### config.mk
export PLATFORM = sky130hd
export DESIGN_NAME = glyph_port_arbiter_flat
export DESIGN_NICKNAME = d
export VERILOG_FILES = /design/src/rtl/glyph_pkg.sv /design/src/rtl/glyph_port_arbiter_if.sv /design/src/rtl/glyph_rr_arb2.sv /design/src/rtl/glyph_port_arbiter.sv /design/src/flat_wrapper.sv
export SDC_FILE = /design/constraint.sdc
export NUM_CORES = 1
export LEC_CHECK = 0
export BUFFER_PORTS_ARGS = -buffer_cell sky130_fd_sc_hd__clkbuf_2
export CORE_AREA = 3 3 64 90
export DETAILED_ROUTE_END_ITERATION = 8
export DIE_AREA = 0 0 67 93
export PLACE_DENSITY = 0.72
export SLEW_MARGIN = 20
export SYNTH_ARGS = -nofsm -noshare
export SYNTH_HDL_FRONTEND = slang
export SYNTH_SLANG_ARGS = --single-unit
### constraint.sdc
create_clock -name clk -period 4.4 [get_ports clk]
set_input_delay 0.88 -clock clk [delete_from_list [all_inputs] [get_ports clk]]
set_output_delay 0.88 -clock clk [all_outputs]
set_load 0.005 [all_outputs]
### src/rtl/glyph_pkg.sv
// Shared constants and types for the glyph system RAM port-A arbiter.
package glyph_pkg;

  localparam int unsigned SYS_DATA_WIDTH = 16;
  localparam int unsigned SYS_ADDR_WIDTH = 16;
  localparam int unsigned RD_LATENCY     = 2;

  typedef enum logic {
    REQ_MOVE = 1'b0,
    REQ_HOST = 1'b1
  } req_idx_e;

  // One stage of the read-return pipeline.
  typedef struct packed {
    logic     rd;
    req_idx_e tag;
  } rd_tag_t;

endpackage

### src/rtl/glyph_port_arbiter_if.sv
// Requester handshake and RAM port-A bus of the glyph port-A arbiter.
interface glyph_port_arbiter_if import glyph_pkg::*; #(
  parameter int unsigned DATA_WIDTH = SYS_DATA_WIDTH,
  parameter int unsigned ADDR_WIDTH = SYS_ADDR_WIDTH
);
  logic                  req0, req1;
  logic                  we0, we1;
  logic [ADDR_WIDTH-1:0] addr0, addr1;
  logic [DATA_WIDTH-1:0] wdata0, wdata1;
  logic                  gnt0, gnt1;
  logic                  rvalid0, rvalid1;
  logic [DATA_WIDTH-1:0] rdata;
  logic [ADDR_WIDTH-1:0] addr_a;
  logic [DATA_WIDTH-1:0] data_a;
  logic                  we_a;
  logic [DATA_WIDTH-1:0] q_a;

  // Requesters plus the RAM side.
  modport master (
    output req0, req1, we0, we1, addr0, addr1, wdata0, wdata1, q_a,
    input  gnt0, gnt1, rvalid0, rvalid1, rdata, addr_a, data_a, we_a
  );

  // The arbiter.
  modport slave (
    input  req0, req1, we0, we1, addr0, addr1, wdata0, wdata1, q_a,
    output gnt0, gnt1, rvalid0, rvalid1, rdata, addr_a, data_a, we_a
  );
endinterface

### src/rtl/glyph_rr_arb2.sv
// Pure two-way round-robin pick: grants the sole eligible requester, or the one not served last.
module glyph_rr_arb2 import glyph_pkg::*; (
  input  logic [1:0] elig_i,
  input  req_idx_e   last_i,
  output logic [1:0] gnt_o
);

  always_comb begin
    gnt_o = 2'b00;
    unique case (elig_i)
      2'b01:   gnt_o = 2'b01;
      2'b10:   gnt_o = 2'b10;
      2'b11:   gnt_o = (last_i == REQ_HOST) ? 2'b01 : 2'b10;
      default: gnt_o = 2'b00;
    endcase
  end

endmodule

### src/rtl/glyph_port_arbiter.sv
// Round-robin arbiter serialising two requesters onto glyph RAM port A.
// Optional GLYPH_ARB_VBLANK_GATE_EN: writes are only eligible while vblank is high.
module glyph_port_arbiter import glyph_pkg::*; #(
  parameter int unsigned DATA_WIDTH = SYS_DATA_WIDTH,
  parameter int unsigned ADDR_WIDTH = SYS_ADDR_WIDTH
) (
  input  logic                 clk,
  input  logic                 resetn,
  input  logic                 vblank,
  glyph_port_arbiter_if.slave  bus
);

  logic [1:0]            elig;
  logic [1:0]            pick;
  logic                  accept;
  req_idx_e              win;

  req_idx_e              last_q, last_d;
  logic [ADDR_WIDTH-1:0] addr_a_q, addr_a_d;
  logic [DATA_WIDTH-1:0] data_a_q, data_a_d;
  logic                  we_a_q, we_a_d;
  rd_tag_t [RD_LATENCY-1:0] pipe_q, pipe_d;

`ifdef GLYPH_ARB_VBLANK_GATE_EN
  assign elig[0] = bus.req0 & (~bus.we0 | vblank);
  assign elig[1] = bus.req1 & (~bus.we1 | vblank);
`else
  logic unused_vblank;
  assign unused_vblank = vblank;
  assign elig          = {bus.req1, bus.req0};
`endif

  glyph_rr_arb2 u_rr_arb2 (
    .elig_i (elig),
    .last_i (last_q),
    .gnt_o  (pick)
  );

  assign bus.gnt0 = pick[0] & resetn;
  assign bus.gnt1 = pick[1] & resetn;
  assign accept   = bus.gnt0 | bus.gnt1;
  assign win      = bus.gnt1 ? REQ_HOST : REQ_MOVE;

  always_comb begin
    last_d   = last_q;
    addr_a_d = addr_a_q;
    data_a_d = data_a_q;
    we_a_d   = 1'b0;
    pipe_d   = {pipe_q[RD_LATENCY-2:0], rd_tag_t'{rd: 1'b0, tag: REQ_MOVE}};
    if (accept) begin
      last_d   = win;
      addr_a_d = (win == REQ_HOST) ? bus.addr1  : bus.addr0;
      data_a_d = (win == REQ_HOST) ? bus.wdata1 : bus.wdata0;
      we_a_d   = (win == REQ_HOST) ? bus.we1    : bus.we0;
      pipe_d[0] = rd_tag_t'{rd: ~we_a_d, tag: win};
    end
  end

  always_ff @(posedge clk or negedge resetn) begin
    if (!resetn) begin
      last_q   <= REQ_HOST;
      addr_a_q <= '0;
      data_a_q <= '0;
      we_a_q   <= 1'b0;
      pipe_q   <= '0;
    end else begin
      last_q   <= last_d;
      addr_a_q <= addr_a_d;
      data_a_q <= data_a_d;
      we_a_q   <= we_a_d;
      pipe_q   <= pipe_d;
    end
  end

  assign bus.addr_a  = addr_a_q;
  assign bus.data_a  = data_a_q;
  assign bus.we_a    = we_a_q;
  // The oldest stage lines up with the cycle the RAM presents q_a.
  assign bus.rvalid0 = pipe_q[RD_LATENCY-1].rd & (pipe_q[RD_LATENCY-1].tag == REQ_MOVE);
  assign bus.rvalid1 = pipe_q[RD_LATENCY-1].rd & (pipe_q[RD_LATENCY-1].tag == REQ_HOST);
  assign bus.rdata   = bus.q_a;

endmodule

### src/flat_wrapper.sv
// flat-port wrapper written by rule: the top's interface ports become plain ports
module glyph_port_arbiter_flat import glyph_pkg::*;
#(
  parameter int unsigned DATA_WIDTH = SYS_DATA_WIDTH,
  parameter int unsigned ADDR_WIDTH = SYS_ADDR_WIDTH
)
  (clk, resetn, vblank, bus_req0, bus_req1, bus_we0, bus_we1, bus_addr0, bus_addr1, bus_wdata0, bus_wdata1, bus_q_a, bus_gnt0, bus_gnt1, bus_rvalid0, bus_rvalid1, bus_rdata, bus_addr_a, bus_data_a, bus_we_a);
  glyph_port_arbiter_if #(.DATA_WIDTH(DATA_WIDTH), .ADDR_WIDTH(ADDR_WIDTH)) bus_i ();
  input  logic clk;
  input  logic resetn;
  input  logic vblank;
  input wire logic [$bits(bus_i.req0)-1:0] bus_req0;
  input wire logic [$bits(bus_i.req1)-1:0] bus_req1;
  input wire logic [$bits(bus_i.we0)-1:0] bus_we0;
  input wire logic [$bits(bus_i.we1)-1:0] bus_we1;
  input wire logic [$bits(bus_i.addr0)-1:0] bus_addr0;
  input wire logic [$bits(bus_i.addr1)-1:0] bus_addr1;
  input wire logic [$bits(bus_i.wdata0)-1:0] bus_wdata0;
  input wire logic [$bits(bus_i.wdata1)-1:0] bus_wdata1;
  input wire logic [$bits(bus_i.q_a)-1:0] bus_q_a;
  output wire logic [$bits(bus_i.gnt0)-1:0] bus_gnt0;
  output wire logic [$bits(bus_i.gnt1)-1:0] bus_gnt1;
  output wire logic [$bits(bus_i.rvalid0)-1:0] bus_rvalid0;
  output wire logic [$bits(bus_i.rvalid1)-1:0] bus_rvalid1;
  output wire logic [$bits(bus_i.rdata)-1:0] bus_rdata;
  output wire logic [$bits(bus_i.addr_a)-1:0] bus_addr_a;
  output wire logic [$bits(bus_i.data_a)-1:0] bus_data_a;
  output wire logic [$bits(bus_i.we_a)-1:0] bus_we_a;
  assign bus_i.req0 = bus_req0;
  assign bus_i.req1 = bus_req1;
  assign bus_i.we0 = bus_we0;
  assign bus_i.we1 = bus_we1;
  assign bus_i.addr0 = bus_addr0;
  assign bus_i.addr1 = bus_addr1;
  assign bus_i.wdata0 = bus_wdata0;
  assign bus_i.wdata1 = bus_wdata1;
  assign bus_i.q_a = bus_q_a;
  assign bus_gnt0 = bus_i.gnt0;
  assign bus_gnt1 = bus_i.gnt1;
  assign bus_rvalid0 = bus_i.rvalid0;
  assign bus_rvalid1 = bus_i.rvalid1;
  assign bus_rdata = bus_i.rdata;
  assign bus_addr_a = bus_i.addr_a;
  assign bus_data_a = bus_i.data_a;
  assign bus_we_a = bus_i.we_a;
  glyph_port_arbiter #(.DATA_WIDTH(DATA_WIDTH), .ADDR_WIDTH(ADDR_WIDTH)) u_core (.clk(clk), .resetn(resetn), .vblank(vblank), .bus(bus_i));
endmodule
# After elaboration in Yosys (flattened, before gate mapping)
# Index checks and enable logic that the tools add are counted.
# word_totals
register_bits	38
inputBits	87
word_cells	26
output_inout_bits	53
# op_classes
n_eq_ne	3
mux	8
bitwise	7
# op_table
op	n
2-to-1 mux 16 bit	2
case mux 2 bit (3 select lines)	1
AND 1 bit	4
equality test 2 bit (second input constant)	2
2-to-1 mux 2 bit	2
2-to-1 mux 1 bit	3
equality test 2 x 1 -> 1 bit (second input constant)	1
NOT 1 bit	2
OR 1 bit	1

# Depth between registers and ports, before layout
# Gate-level depths: netlist of the first run.
# logic_depth
depth_word	7
ltp_mapped	5
depth_no_buf	3

# Modules after synthesis
# From an unflattened synthesis of the first run, not the netlist that was laid out.
# hier_totals
hier_cells	213
hier_area_um2	2033.2
# modules_own_cells
mod	n_inst	cells_each	seq_area_each_um2	area_per_inst_um2
glyph_port_arbiter	1	210	952.2	2014.4
glyph_rr_arb2	1	3	0.0	18.8

# Worst setup path after synthesis of the first run
# Ideal clock, no wire load.
# synth_timing
kind	input-to-output
from	input resetn
to	output bus_gnt0
stages	3
setup_slack_ns	2.098
t_arrival_ns	1.422
required_time_ns	3.520
path_buffers	1
path_cell_list	nand2_1 -> a21oi_1 -> buf_2
# synth_between
elab_chain_cells	1
# synth_lines
element	line_no	rtl
start: declaration	flat_wrapper.sv:10	input logic resetn;
AND 1 bit	glyph_port_arbiter.sv:39	assign bus.gnt0 = pick[0] & resetn;
end: declaration	flat_wrapper.sv:21	output wire logic [$bits(bus_i.gnt0)-1:0] bus_gnt0;
# Every way passes these cells.

# Worst setup path in the final report of the first run
# Same ends and word-level chain as after synthesis.

==> results.tsv, run 1 <==
stage	metric	value	unit
worst_setup_path	path_buf_inv	3	
sta	max_freq	0.3612	GHz
logic_synthesis	synth_nets	230	
clocking	clk_latency	0.28	ns
placed_design	place_inst	291	
drt	drc_errors	0	
worst_setup_path	worstPathRequired	3.52	ns
logic_synthesis	synth.distinct_cells	19	
layout	regArea	952.2	um^2
global_routing	grt_pass1_vias	1457	
layout	antenna_cells	0	
sta	finClkSkew	0.004248	ns
sta	setup_violations	0	
run_status	status	finished, final reports clean	
layout	fin_cells	299	
placed_design	dp_hpwl	3204	um
drt	via_per_inst	4.926	
clocking	cts-root-buf	clkbuf_8	
global_routing	grt_usage	14.19	%
sta	hold_viol_final	0	
sta	setup-tns-final	0	ns
sta	fin_ws	1.631	ns
logic_synthesis	syn_inst	143	
global_routing	grt-ovfl-total	0	
layout	post-route-util	45.36	%
power	power.density	385.8	nW/um^2
worst_setup_path	crit_type	in2out	
drt	dr.first_iter.drc_count	57	
clocking	htreeDepth	2	
floorplanning	die_w	67	um
clocking	cts_setup_buffers	0	
clocking	clock_sinks	38	
global_routing	grt_pass1_wl	6803	um
layout	most-common-layout-cells	106 x clkbuf_2, 37 x dfrtp_1, 34 x and2_1	
floorplanning	initial_core_util	34.41	%
sta	fin_crit_sh	62.93	%
worst_setup_path	crit_fanout	40	
worst_setup_path	slowest_delay	0.44	ns
layout	multi_input_area	629.4	um^2
drt	via_count	1473	
floorplanning	rows	31	
worst_setup_path	crit_chain	clkbuf_2 > buf_4 > nand2_1 > a21oi_2 > clkbuf_2	
placed_design	io_buffers	106	
clocking	cts_resized	0	
sta	holdWs	0.3519	ns
layout	n_fill_cell	531	
layout	fin_nets	319	
drt	dr.pass1.iters	4	
worst_setup_path	crit_top_cell	clkbuf_2	
logic_synthesis	synth-seq-area-share	54.05	%
worst_setup_path	critPathCaptureType	output port	
clocking	cts-hold-fix-buffers	0	
logic_synthesis	syn-cell-area	1762	um^2
worst_setup_path	startpoint_type	primary input	
sta	fin_crit	2.769	ns
clocking	cts_tree	done	
drt	totalWireLength	4453	um
sta	drv_slew	0	
logic_synthesis	syn_area_per_cell	12.32	um^2
layout	mostFrequentLayoutCell	clkbuf_2	
layout	drive_above_1_share	52.79	%
sta	relSlewSlack	52.95	%
floorplanning	die_area	6231	um^2
global_routing	grt_start_max_net_pins	41	
power	ir_drop	144.1	uV
sta	worst_pin_slew	0.7031	ns
floorplanning	io_pins	140	
logic_synthesis	synth_warnings	0	
worst_setup_path	cp.arrival	1.89	ns
clocking	cts_buffers	5	
flow_run	cap_violations	0	
sta	rsz0062_at_grt	no	
min_path	worst_hold_path_type	reg2reg	
worst_setup_path	cpMaxStageDelayCell	buf_4	
global_routing	antenna_found_initial	0	
floorplanning	coreArea	5120	um^2
clocking	cts_buffer_depth	2	
placed_design	routabilityCongestion	0.7150	
clocking	clk_pin_slew_worst_paths	0.07	ns
logic_synthesis	synth_seq_cells	38	
drt	postRouteAntennaNets	0	
floorplanning	die_y	93	um
placed_design	pre_cts_ws	1.609	ns
power	leakage	0.001226	uW
layout	area_growth	31.82	%
worst_setup_path	cpLargestDelayFamily	buffers and inverters	
drt	post_drt_wl_per_cell	14.89	um
[path summary, 6_finish.rpt]
kind	startpoint	cells past startpoint	slack [ns]	end
worst min register to register	u_core.pipe_d[3]	0	0.35	u_core.pipe_q[3]
worst max-delay path	resetn	5	1.63	bus_gnt0
worst max register to register	u_core.last_q	3	2.97	u_core.bus.data_a[9]
min in group asynchronous	resetn	2	0.67	u_core.bus.addr_a[14]
max in group asynchronous	resetn	2	3.37	u_core.last_q
worst min-delay path	u_core.pipe_d[3]	0	0.35	u_core.pipe_q[3]
[routing by layer]
layer | track usage, % | routed length, um | vias to the layer above
li1 | - | - | 686
met1 | 15.95 | 1657 | 717
met2 | 25.27 | 2400 | 65
met3 | 3.966 | 345 | 5
met4 | 4.399 | 48 | 0
met5 | 0 | 0 | -
[kinds of logic after synthesis]
logic type | share of synthesized area, %
buffers and inverters | 11.08
flip-flops | 54.05
AO/OA/AOI/OAI | 19.74
AND/OR/NAND/NOR | 14.49
multiplexers | 0.6392
[worst register-to-register path, cell delays in order, from the launching register on]
cell	delay [ns]
dfstp_2	0.54
nand2_1	0.09
and2_4	0.29
a221o_1	0.40
[state kept, by name, summed over array words and instances (netlist names)]
register	flops
u_core.bus.data_a	16
u_core.bus.we_a	1
u_core.pipe_q	2
u_core.bus.addr_a	16
u_core.pipe_d	2
u_core.last_q	1
[synthesized netlist by cell type (all sizes together)]
cell type	instances	area share [%]
nor2b	1	0.36
clkbuf	3	0.64
nand2	2	0.43
o21ai	1	0.28
inv	1	0.21
mux2	1	0.64
buf	23	10
a221o	32	18
dfstp	1	1.5
dfrtp	37	53
a21oi	1	0.28
o21ba	1	0.57
a21boi	1	0.43
and3	1	0.36
and2	36	13
nor3	1	0.28
[where the power goes]
part	switching, uW	internal [uW]	total (uW)
Combinational	82.7	107	190
Clock	120	167	286
Sequential	21.9	398	420
[cell type report]
cell class                      instances  share of cell area (%)
Tap cell                               66                   3.556
Clock inverter                          3                   1.724
Clock buffer                            5                   2.963
Multi-Input combinational cell         78                   27.10
Sequential cell                        38                   41.00
Timing Repair Buffer                  108                   23.49
Inverter                                1                  0.1616
[stage by stage]
stage | power, uW | instance area (um^2)
detailed placement | 617.9 | 2206
finish | 896.0 | 2322
global placement | 613.1 | 2206
floorplan | 527.7 | 1762
CTS | 910.6 | 2315
global route | 949.0 | 2322
(Power assumes the default switching activity.)
==> inputs of run 2 (changes only) <==
--- a/config.mk
+++ b/config.mk
@@ -5,11 +5,12 @@
 export SDC_FILE = /design/constraint.sdc
 export NUM_CORES = 1
 export LEC_CHECK = 0
+export ABC_AREA = 1
 export BUFFER_PORTS_ARGS = -buffer_cell sky130_fd_sc_hd__clkbuf_2
-export CORE_AREA = 3 3 64 90
+export CORE_AREA = 3 3 66 92
 export DETAILED_ROUTE_END_ITERATION = 8
-export DIE_AREA = 0 0 67 93
-export PLACE_DENSITY = 0.72
+export DIE_AREA = 0 0 69 95
+export PLACE_DENSITY = 0.7
 export SLEW_MARGIN = 20
 export SYNTH_ARGS = -nofsm -noshare
 export SYNTH_HDL_FRONTEND = slang
==> constraint.sdc (replaced) <==
create_clock -name clk -period 2.8 [get_ports clk]
set_input_delay 0.56 -clock clk [delete_from_list [all_inputs] [get_ports clk]]
set_output_delay 0.56 -clock clk [all_outputs]
set_load 0.005 [all_outputs]
==> results.tsv, run 2 <==
stage	metric	value	unit
run_status	status	finished, final reports clean	
logic_synthesis	synth_seq_cells	38	
worst_setup_path	cp.arrival	1.41	ns
logic_synthesis	yosysMostFrequentCell	nand2_1	
drt	dr.pass1.iters	4	
drt	totalWireLength	4866	um
logic_synthesis	syn_area_per_cell	8.305	um^2
global_routing	antenna_found_initial	0	
global_routing	grt_pass1_wl	8100	um
sta	finClkSkew	0.0008059	ns
layout	fin_nets	398	
clocking	clock_sinks	38	
floorplanning	coreArea	5275	um^2
power	ir_drop	259.6	uV
worst_setup_path	slowest_delay	0.42	ns
flow_run	cap_violations	0	
worst_setup_path	crit_type	in2out	
logic_synthesis	synth-seq-area-share	51.87	%
sta	hold_viol_final	0	
worst_setup_path	r2r_cells	5	
sta	max_freq	0.5068	GHz
sta	setup-tns-final	0	ns
clocking	cts-hold-fix-buffers	0	
floorplanning	die_area	6555	um^2
placed_design	pre_cts_ws	0.7688	ns
drt	dr.first_iter.drc_count	64	
drt	via_per_inst	4.762	
logic_synthesis	synth_top_area_share	50.44	%
logic_synthesis	synth_xor_area_share	0	%
logic_synthesis	async_flop_share	100.0	%
placed_design	routabilityCongestion	0.8152	
sta	drv_slew	0	
sta	relSlewSlack	65.02	%
clocking	clk_latency	0.28	ns
logic_synthesis	yosys-top-cells-area	dfrtp_1 50%, nand3_1 18%, nand2_1 15%	
drt	via_count	1800	
placed_design	dp_hpwl	3564	um
worst_setup_path	crit_top_cell	clkbuf_2	
worst_setup_path	crit_fanout	20	
drt	post_drt_wl_per_cell	12.87	um
logic_synthesis	syn-cell-area	1836	um^2
logic_synthesis	ys_top_cells_by_count	71 x nand2_1, 66 x nand3_1, 37 x dfrtp_1, 19 x buf_4, 8 x inv_1	
layout	drive_above_1_share	39.74	%
worst_setup_path	cpMaxStageDelayCell	clkbuf_2	
layout	area_growth	30.54	%
layout	mostFrequentLayoutCell	clkbuf_2	
logic_synthesis	ys.flop_type	dfrtp_1	
drt	postRouteAntennaNets	0	
clocking	clk_pin_slew_worst_paths	0.07	ns
logic_synthesis	synth_nets	308	
clocking	htreeDepth	2	
clocking	cts_tree	done	
worst_setup_path	worstPathRequired	2.24	ns
sta	setup_violations	0	
clocking	cts-root-buf	clkbuf_8	
sta	worst_pin_slew	0.5247	ns
worst_setup_path	crit_chain	clkbuf_2 > nand2_2 > a21oi_2 > clkbuf_2	
logic_synthesis	synth.distinct_cells	15	
power	leakage	0.001357	uW
logic_synthesis	synth-simple-area-share	34.83	%
global_routing	grt-ovfl-total	0	
clocking	cts_setup_buffers	0	
placed_design	io_buffers	106	
sta	fin_crit	1.973	ns
global_routing	grt_pass1_vias	1794	
logic_synthesis	synth-edff-count	0	
sta	fin_crit_sh	70.47	%
floorplanning	die_y	95	um
logic_synthesis	synth_top_family_by_area	simple AND/OR/NAND/NOR gates	
floorplanning	rows	31	
worst_setup_path	critPathCaptureType	output port	
logic_synthesis	synth_compound_area_share	0.7498	%
min_path	worst_hold_path_type	in2async	
drt	drc_errors	0	
logic_synthesis	synth_warnings	0	
clocking	cts_buffers	5	
sta	rsz0062_at_grt	no	
sta	fin_ws	0.8267	ns
logic_synthesis	synth_fa_ha_area_share	0	%
clocking	cts_resized	0	
layout	antenna_cells	0	
layout	most-common-layout-cells	106 x clkbuf_2, 71 x nand2_1, 66 x nand3_1	
logic_synthesis	synthMuxAreaShare	0	%
floorplanning	io_pins	140	
clocking	cts_buffer_depth	2	
worst_setup_path	startpoint_type	primary input	
power	power.density	572.7	nW/um^2
global_routing	grt_start_max_net_pins	35	
global_routing	grt_usage	15.29	%
logic_synthesis	syn_inst	221	
floorplanning	initial_core_util	34.80	%
logic_synthesis	synth_area_leader_cell	dfrtp_1	
floorplanning	die_w	69	um
## run 2: cell count changes after synthesis, moves of 3 or more
cell     change
nand2_1     +69
nand3_1     +66
and2_1      -34
a221o_1     -32
inv_1        +7
nor2_1       +5
buf_4        +3
## run 2: worst paths after layout
path                                    endpoint  slack, ns              from
setup / recovery                        bus_gnt0       0.83            resetn
hold / removal             u_core.bus.addr_a[13]       0.24            resetn
setup reg to reg           u_core.bus.data_a[15]       1.43     u_core.last_q
hold reg to reg                 u_core.pipe_q[3]       0.35  u_core.pipe_d[3]
max in group asynchronous   u_core.bus.data_a[9]       1.89            resetn
min in group clk                u_core.pipe_q[3]       0.35  u_core.pipe_d[3]
## run 2: logic make-up (layout without fill, tap and decap cells)
| group | after synthesis | after routing |
|---|---|---|
| compound gates | 2 | 2 |
| flops | 38 | 38 |
| buf+inv | 36 | 127 |
| simple gates | 145 | 145 |
## run 2: final cells by class
| cell class | instances | area, um^2 |
|---|---|---|
| clock buffer | 8 | 110.1 |
| fill | 564 | 2879 |
| inverter | 8 | 30.03 |
| multi-input combinational | 147 | 653.1 |
| sequential | 38 | 952.2 |
| tap | 66 | 82.58 |
| timing repair buffer | 111 | 568.0 |
## run 2: critical path, delay by kind of cell
family / cells / cell delay (ns)
AO/OA/AOI/OAI: 1 / 0.17
buffers and inverters: 2 / 0.56
AND/OR/NAND/NOR: 1 / 0.12
## run 2: metrics by stage
| stage | cell area, um^2 | power (uW) | utilization, % | std cells | hold WS, ns |
|---|---|---|---|---|---|
| after floorplan | 1836 | 817.8 | - | 221 | 0.2644 |
| after global placement | 2286 | 956.3 | 43.33 | 370 | 0.3320 |
| after detailed placement | 2286 | 962.3 | 43.33 | 370 | 0.3347 |
| after CTS | 2396 | 1396 | 45.42 | 378 | 0.2482 |
| after global routing | 2396 | 1459 | 45.42 | 378 | 0.2587 |
| final | 2396 | 1372 | 45.42 | 378 | 0.2439 |
## run 2: power breakdown
group          internal [uW]  total [uW]  switching [uW]
sequential               624         664            39.1
clock                    249         427             179
combinational            135         281             146
total                   1010        1370             364
## run 2: per-layer routing
metal	up-vias	share of wire (%)	global-route usage, %
li1	880	-	-
met1	840	40	16.34
met2	67	53	29.14
met3	13	6.3	3.727
met4	0	1.5	5.212
met5	-	0	0
